$ cat src/rtl/cp0_timer_unit.sv
// MIPS system-control coprocessor: SR, Cause, EPC, PRId, BadVAddr with HWINT_W external interrupt lines.
// The Count/Compare timer (regs 9/11, TI on IP[7]) is built only when CP0_TIMER_UNIT_TIMER_EN is defined.
`timescale 1ns/1ps
module cp0_timer_unit #(
  parameter int          HWINT_W   = 6,
  parameter logic [31:0] PRID_VAL  = 32'h19260817,
  parameter int          TIMER_DIV = 1
) (
  input  logic               clk,
  input  logic               reset,
  input  logic [4:0]         A,
  input  logic [31:0]        Din,
  input  logic               WE,
  output logic [31:0]        Dout,
  input  logic               ExcReq,
  input  logic [4:0]         ExcCodeIn,
  input  logic [29:0]        PCIn,
  input  logic               BDIn,
  input  logic [31:0]        BadVAddrIn,
  input  logic [HWINT_W-1:0] HWInt,
  output logic               ExcNow,
  input  logic               EXLClr,
  output logic [31:0]        EPCOut
);

  logic [7:2]  im;
  logic [7:2]  ip;
  logic [7:2]  ip_next;
  logic        exl;
  logic        ie;
  logic        bd;
  logic        ti;
  logic [4:0]  exc_code;
  logic [29:0] epc;
  logic [31:0] badvaddr;
  logic        int_req;
  logic        mtc0_en;

  // Interrupts see the registered IP, so a line change is visible one cycle later.
  assign int_req = ~exl & ie & (|(ip & im));
  assign ExcNow  = ExcReq | int_req;
  assign mtc0_en = WE & ~ExcNow & ~EXLClr;
  assign EPCOut  = {epc, 2'b00};

  always_comb begin
    ip_next = '0;
    for (int i = 0; i < HWINT_W; i++) ip_next[2+i] = HWInt[i];
    ip_next[7] = ip_next[7] | ti;
  end

  always_ff @(posedge clk or negedge reset) begin
    if (!reset) begin
      im       <= '0;
      ip       <= '0;
      exl      <= 1'b0;
      ie       <= 1'b0;
      bd       <= 1'b0;
      exc_code <= '0;
      epc      <= '0;
      badvaddr <= '0;
    end else begin
      ip <= ip_next;
      if (ExcNow) begin
        exc_code <= int_req ? 5'd0 : ExcCodeIn;
        bd       <= BDIn;
        epc      <= BDIn ? (PCIn - 30'd1) : PCIn;
        exl      <= 1'b1;
        if (!int_req && (ExcCodeIn == 5'd4 || ExcCodeIn == 5'd5)) badvaddr <= BadVAddrIn;
      end else if (EXLClr) begin
        exl <= 1'b0;
      end else if (mtc0_en) begin
        case (A)
          5'd12: begin
            im  <= Din[15:10];
            exl <= Din[1];
            ie  <= Din[0];
          end
          5'd14:   epc <= Din[31:2];
          default: ;
        endcase
      end
    end
  end

`ifdef CP0_TIMER_UNIT_TIMER_EN
  localparam logic [31:0] DIV_LAST = 32'(TIMER_DIV - 1);

  logic [31:0] count;
  logic [31:0] compare;
  logic [31:0] presc;
  logic [31:0] count_inc;
  logic        tick;
  logic        wr_count;
  logic        wr_compare;

  assign tick       = (presc == DIV_LAST);
  assign count_inc  = count + 32'd1;
  assign wr_count   = mtc0_en & (A == 5'd9);
  assign wr_compare = mtc0_en & (A == 5'd11);

  always_ff @(posedge clk or negedge reset) begin
    if (!reset) begin
      count   <= '0;
      compare <= '0;
      presc   <= '0;
      ti      <= 1'b0;
    end else begin
      if (wr_count) begin
        count <= Din;
        presc <= '0;
      end else if (tick) begin
        count <= count_inc;
        presc <= '0;
      end else begin
        presc <= presc + 32'd1;
      end
      // A Compare write clears TI even against a match in the same cycle.
      if (wr_compare) begin
        compare <= Din;
        ti      <= 1'b0;
      end else if (!wr_count && tick && (count_inc == compare)) begin
        ti <= 1'b1;
      end
    end
  end
`else
  logic unused_cfg;
  assign ti         = 1'b0;
  assign unused_cfg = (TIMER_DIV > 0);
`endif

  always_comb begin
    Dout = '0;
    case (A)
      5'd12: Dout = {16'b0, im, 8'b0, exl, ie};
      5'd13: Dout = {bd, ti, 14'b0, ip, 3'b0, exc_code, 2'b0};
      5'd14: Dout = {epc, 2'b00};
      5'd15: Dout = PRID_VAL;
      5'd8:  Dout = badvaddr;
`ifdef CP0_TIMER_UNIT_TIMER_EN
      5'd9:  Dout = count;
      5'd11: Dout = compare;
`endif
      default: Dout = '0;
    endcase
  end

endmodule

$ cat config.mk
export PLATFORM = sky130hd
export DESIGN_NAME = cp0_timer_unit
export DESIGN_NICKNAME = d
export VERILOG_FILES = /design/src/rtl/cp0_timer_unit.sv
export SDC_FILE = /design/constraint.sdc
export NUM_CORES = 1
export LEC_CHECK = 0
export CELL_PAD_IN_SITES_DETAIL_PLACEMENT = 1
export CELL_PAD_IN_SITES_GLOBAL_PLACEMENT = 2
export CORE_MARGIN = 2
export CORE_UTILIZATION = 28
export DETAILED_ROUTE_END_ITERATION = 10
export PLACE_DENSITY_LB_ADDON = 0.1
export SYNTH_ARGS = -nofsm -noshare
export SYNTH_HDL_FRONTEND = slang
export SYNTH_SLANG_ARGS = --single-unit
$ cat constraint.sdc
create_clock -name clk -period 5.2 [get_ports clk]
set_clock_uncertainty 0.2 [all_clocks]
set_input_delay 1.04 -clock clk [delete_from_list [all_inputs] [get_ports clk]]
set_output_delay 1.04 -clock clk [all_outputs]
set_load 0.1 [all_outputs]
==> flow_summary.yaml, run 1 <==
cts:
  root_buffer: "clkbuf_16"
  cts_max_path_buffers: 2
  clkTransAtPathRegs_ns: 0.06
  clock-sinks: 82
  cts_max_level: 3
  cts_tree: "done"
  postCtsHoldBufs: 0
  cts_setup_buffers: 0
  numCtsBuffers: 9
  clk_latency_ns: 0.34
  cts-resized-gates: 0
sta:
  slew_headroom_pct: 30.1
  finalWorstSetupSlack_ns: 0.722
  period_minus_slack_ns: 4.48
  rsz0062_at_grt: "no"
  fin_tns_setup_ns: 0
  setup_violations: 0
  slew_violations: 0
  whs_ns: 0.300
  min_period_over_period_pct: 86.1
  worstMarginPinSlew_ns: 1.05
  max_freq_ghz: 0.223
  hold_viol: 0
placed_design:
  dp_slack_ns: 0.725
  post-place-cells: 832
  gp_congestion: 0.843
  port_buffers: 178
  dpl_cell_area_um2: 6930
  hpwlAfterDp_um: 13700
die:
  rows: 46
  die-area_um2: 17500
  fp.dieH_um: 132
  ios: 181
  core_um2: 16000
  die_x_um: 132
  initial_core_util_pct: 28.9
synth:
  syn_inst: 459
  ys.flop_type: "dfrtp_1"
  synth-async-reset-ratio_pct: 100
  netlist_area_um2: 4620
  synth_edf_count: 0
  postSynthAreaPerCell_um2: 10.1
  yosysSeqAreaShare_pct: 44.4
  yosys_warnings: 0
  synth_seq_cells: 82
  synthDistinctLibCells: 46
grt:
  use_met2_pct: 31.2
  grt_overflow_total: 0
  met1_usage_pct: 28.2
  grt_pass1_wl_um: 27300
  antenna_found_initial: 0
  top_usage_layer: "met2"
  grt_util_met3_pct: 3.37
  grt_start_max_net_pins: 46
  grt_usage_pct: 19.9
  grt_pass1_vias: 4646
route:
  routed_wl_um: 17200
  vias: 4398
  ant_nets: 0
  first_pass_iters: 4
  drt_iter0_markers: 211
  avgViaCountPerCell: 5.19
  detail_route.wl_per_cell_um: 20.3
  drc: 0
final_layout:
  final_cell_mix: "clkdlybuf4s50_1 (144), dfrtp_1 (82), nand2_1 (38)"
  fin_nets: 744
  drive_gt1_share_pct: 16.9
  fin_area_um2: 7240
  final_common_cell: "clkdlybuf4s50_1"
  finalNonFillerCells: 848
  n_antenna_cell: 0
  syn_to_final_growth_pct: 56.7
  fin_util_pct: 45.3
power:
  p_leak_nw: 2.93
  fin_total_pwr_mw: 2.49
  ir_worst_vdd_uv: 153
  powerDensity_nw_per_um2: 344
setup_path:
  r2r_setup_slack_ns: 2.65
  cp-startpoint: "A[0]"
  cp_data_required_time_ns: 3.96
  critPathKind: "primary input to primary output"
  timing.rr.end: "badvaddr[21]$_DFFE_PN0P_"
  cp.arrival_ns: 3.24
  crit_fanout: 26
  r2r_cells: 5
  r2r-start: "exl$_DFFE_PN0P_"
  crit_end: "Dout[12]"
  end_kind: "primary output"
  start_kind: "primary input"
run:
  cap_violations: 0
worst_hold_path:
  hold_class: "register to register"
outcome:
  status: "finished, final reports clean"
routing by layer:
metal	share of wire, %	wire length [µm]	vias up
met5	0	0	-
met4	1.8	317	0
met3	4.1	701	21
met2	46	7910	140
met1	48	8260	2157
li1	-	-	2080
worst max-delay path, stage by stage:
cell	delay [ns]
clkdlybuf4s50_1	0.54
or2_2	0.39
nor4b_2	0.33
buf_4	0.37
a22oi_1	0.15
nand2_1	0.19
buf_12	0.19
Yosys cell counts, types with 4 or more instances:
cell,count,area (µm²)
o31ai_1,12,90.1
or3_1,12,75.1
nor2_1,14,52.6
or4b_1,5,50.1
or4_1,16,120
a31oi_1,35,219
xnor2_1,5,43.8
buf_2,6,30.0
nor4_1,4,25.0
nand2_1,38,143
o21ai_0,16,80.1
a211oi_1,17,128
a222oi_1,4,40.0
inv_1,26,97.6
a22o_1,12,105
clkbuf_1,22,82.6
xor2_1,5,43.8
mux2i_1,26,260
nand3_1,8,40.0
dfrtp_1,82,2050
mux2_2,37,417
a22oi_1,19,143
worst min path at each step:
stage                                          to                     from  cells after the start
after CTS                 badvaddr[6]$_DFFE_PN0P_  badvaddr[6]$_DFFE_PN0P_                      1
after global routing      badvaddr[6]$_DFFE_PN0P_  badvaddr[6]$_DFFE_PN0P_                      1
final                     badvaddr[6]$_DFFE_PN0P_  badvaddr[6]$_DFFE_PN0P_                      1
after floorplan                    bd$_DFFE_PN0N_           bd$_DFFE_PN0N_                      2
after global placement    badvaddr[6]$_DFFE_PN0P_  badvaddr[6]$_DFFE_PN0P_                      1
after detailed placement  badvaddr[6]$_DFFE_PN0P_  badvaddr[6]$_DFFE_PN0P_                      1
kinds of logic (layout without fill, tap and decap cells):
kind of cell / count (synthesis) / count (layout) / synth area share, %
multiplexers: 65 / 65 / 15.1
adder cells (fa/ha/maj): 1 / 1 / 0.271
AND/OR/NAND/NOR: 118 / 118 / 14.4
other: 1 / 2 / 0.0812
flip-flops: 82 / 82 / 44.4
AO/OA/AOI/OAI: 122 / 122 / 18.5
buffers and inverters: 60 / 232 / 5.28
XOR/XNOR: 10 / 10 / 1.90
layout make-up:
| class | instances | area (µm²) |
|---|---|---|
| Multi-Input combinational cell | 318 | 2340 |
| Inverter | 27 | 101 |
| Sequential cell | 82 | 2050 |
| Tap cell | 216 | 270 |
| Fill cell | 1780 | 8760 |
| Timing Repair Buffer | 189 | 2170 |
| Clock inverter | 4 | 50.0 |
| Clock buffer | 12 | 256 |
registers in the layout (all words and copies together) (netlist names):
| signal | cells |
|---|---|
| ie | 1 |
| exl | 1 |
| exc_code | 5 |
| badvaddr | 32 |
| epc | 30 |
| bd | 1 |
| im | 6 |
| ip | 6 |
report_power, final:
| group | internal (mW) | total [mW] | switching, mW |
|---|---|---|---|
| Sequential | 0.762 | 0.871 | 0.109 |
| Combinational | 0.314 | 0.965 | 0.651 |
| Clock | 0.398 | 0.656 | 0.259 |
(Power assumes the default switching activity.)
==> run 2, diff against run 1 <==
--- a/config.mk
+++ b/config.mk
@@ -11,6 +11,8 @@
 export CORE_UTILIZATION = 28
 export DETAILED_ROUTE_END_ITERATION = 10
 export PLACE_DENSITY_LB_ADDON = 0.1
+export SKIP_LAST_GASP = 1
 export SYNTH_ARGS = -nofsm -noshare
 export SYNTH_HDL_FRONTEND = slang
 export SYNTH_SLANG_ARGS = --single-unit
+export TNS_END_PERCENT = 20
==> results of run 2 <==
The final DEF is identical to that of run 1; final timing and power are the same.
==> run 3, diff against run 2 <==
--- a/config.mk
+++ b/config.mk
@@ -7,12 +7,12 @@
 export LEC_CHECK = 0
 export CELL_PAD_IN_SITES_DETAIL_PLACEMENT = 1
 export CELL_PAD_IN_SITES_GLOBAL_PLACEMENT = 2
-export CORE_MARGIN = 2
+export CORE_MARGIN = 8
 export CORE_UTILIZATION = 28
 export DETAILED_ROUTE_END_ITERATION = 10
-export PLACE_DENSITY_LB_ADDON = 0.1
+export PLACE_DENSITY = 0.93
 export SKIP_LAST_GASP = 1
 export SYNTH_ARGS = -nofsm -noshare
 export SYNTH_HDL_FRONTEND = slang
 export SYNTH_SLANG_ARGS = --single-unit
-export TNS_END_PERCENT = 20
+export TNS_END_PERCENT = 100
==> flow_summary.yaml, run 3 (synthesized netlist as in run 1, its figures left out) <==
sta:
  min_period_over_period_pct: 85.2
  period_minus_slack_ns: 4.43
  setup_violations: 0
  rsz0062_at_grt: "no"
  finalWorstSetupSlack_ns: 0.770
  hold_viol: 0
  worstMarginPinSlew_ns: 1.06
  slew_headroom_pct: 29.5
  fin_tns_setup_ns: 0
  whs_ns: 0.303
  max_freq_ghz: 0.226
  slew_violations: 0
grt:
  antenna_found_initial: 2
  grt_start_max_net_pins: 83
  grt_usage_pct: 17.9
  grt_overflow_total: 0
  grt_pass1_wl_um: 28300
  grt_pass1_vias: 4752
die:
  rows: 47
  initial_core_util_pct: 28.3
  core_um2: 16300
  die-area_um2: 20900
  ios: 181
  die_x_um: 144
  fp.dieH_um: 144
final_layout:
  fin_util_pct: 44.3
  final_common_cell: "clkdlybuf4s50_1"
  fillers: 1821
  fin_area_um2: 7250
  largest_reg_flops: 32
  finalNonFillerCells: 848
  final_cell_mix: "clkdlybuf4s50_1 (144), dfrtp_1 (82), nand2_1 (38)"
  regMostFlops: "badvaddr"
  reg_top3: "badvaddr x32, epc x30"
  syn_to_final_growth_pct: 56.9
  fin_nets: 742
  drive_gt1_share_pct: 16.3
  layout.area.seq_um2: 2050
  multi_input_area_um2: 2340
cts:
  clkTransAtPathRegs_ns: 0.06
  numCtsBuffers: 9
  cts_setup_buffers: 0
  cts_max_level: 3
  postCtsHoldBufs: 0
  clock-sinks: 82
  cts-resized-gates: 0
  cts_tree: "done"
  cts_max_path_buffers: 2
  clk_latency_ns: 0.33
  root_buffer: "clkbuf_16"
setup_path:
  crit_fanout: 32
  critPathKind: "primary input to primary output"
  r2r_setup_slack_ns: 2.48
  crit_end: "Dout[13]"
  end_kind: "primary output"
  cp-startpoint: "A[0]"
  r2r-start: "im[7]$_DFFE_PN0P_"
  cp.arrival_ns: 3.19
  start_kind: "primary input"
  r2r_cells: 5
  cp_data_required_time_ns: 3.96
  timing.rr.end: "badvaddr[24]$_DFFE_PN0P_"
power:
  powerDensity_nw_per_um2: 346
  p_leak_nw: 2.92
  ir_worst_vdd_uv: 172
  fin_total_pwr_mw: 2.50
outcome:
  status: "finished, final reports clean"
route:
  detail_route.wl_per_cell_um: 22.2
  first_pass_iters: 4
  drc: 0
  drt_iter0_markers: 187
  avgViaCountPerCell: 5.19
  ant_nets: 0
  vias: 4397
  routed_wl_um: 18800
worst_hold_path:
  hold_class: "register to register"
placed_design:
  dpl_cell_area_um2: 6950
  hpwlAfterDp_um: 15000
  port_buffers: 178
  gp_congestion: 0.823
  post-place-cells: 834
  dp_slack_ns: 0.752
run:
  cap_violations: 0
## run 3: cell types whose count changed in the layout (fill, tap and decap cells not counted)
cell        change
buf_4           -4
buf_12          +2
clkbuf_8        -2
bufinv_16       +1
clkinv_2        -1
clkinvlp_4      -1
diode_2         +1
## run 3: power breakdown
| part | leakage, nW | internal [mW] | switching, mW |
|---|---|---|---|
| logic | 1.80 | 0.315 | 0.658 |
| clock network | 0.141 | 0.413 | 0.244 |
| registers | 0.980 | 0.762 | 0.112 |
## run 3: layout make-up
cell class / instances / area share, %
Clock buffer: 10 / 3.16
Clock inverter: 3 / 0.932
Tap cell: 220 / 3.80
Inverter: 27 / 1.40
Sequential cell: 82 / 28.3
Multi-Input combinational cell: 318 / 32.3
Timing Repair Buffer: 187 / 30.0
Antenna cell: 1 / 0.0345
## run 3: how the worst min path moves through the flow
| stage | start | cells after the start | endpoint | slack, ns |
|---|---|---|---|---|
| 5_1_grt | badvaddr[6]$_DFFE_PN0P_ | 1 | badvaddr[6]$_DFFE_PN0P_ | 0.32 |
| 4_1_cts | badvaddr[6]$_DFFE_PN0P_ | 1 | badvaddr[6]$_DFFE_PN0P_ | 0.30 |
| 3_5_place_dp | badvaddr[6]$_DFFE_PN0P_ | 1 | badvaddr[6]$_DFFE_PN0P_ | 0.29 |
| 6_report | badvaddr[6]$_DFFE_PN0P_ | 1 | badvaddr[6]$_DFFE_PN0P_ | 0.30 |
| 2_1_floorplan | bd$_DFFE_PN0N_ | 2 | bd$_DFFE_PN0N_ | 0.24 |
| 3_3_place_gp | badvaddr[6]$_DFFE_PN0P_ | 1 | badvaddr[6]$_DFFE_PN0P_ | 0.28 |
## run 3: layer usage
| layer | part of all wire, % | up-vias | global-route usage, % |
|---|---|---|---|
| li1 | - | 2064 | - |
| met1 | 40 | 2179 | 20.9 |
| met2 | 52 | 123 | 31.2 |
| met3 | 5.8 | 29 | 4.09 |
| met4 | 2.3 | 2 | 6.85 |
| met5 | 0.069 | - | 0 |
## run 3: worst max-delay path, stage by stage
cell             delay, ns
clkdlybuf4s50_1       0.55
or2_2                 0.39
nor4b_2               0.28
buf_4                 0.40
a22oi_1               0.15
nand2_1               0.18
buf_12                0.19
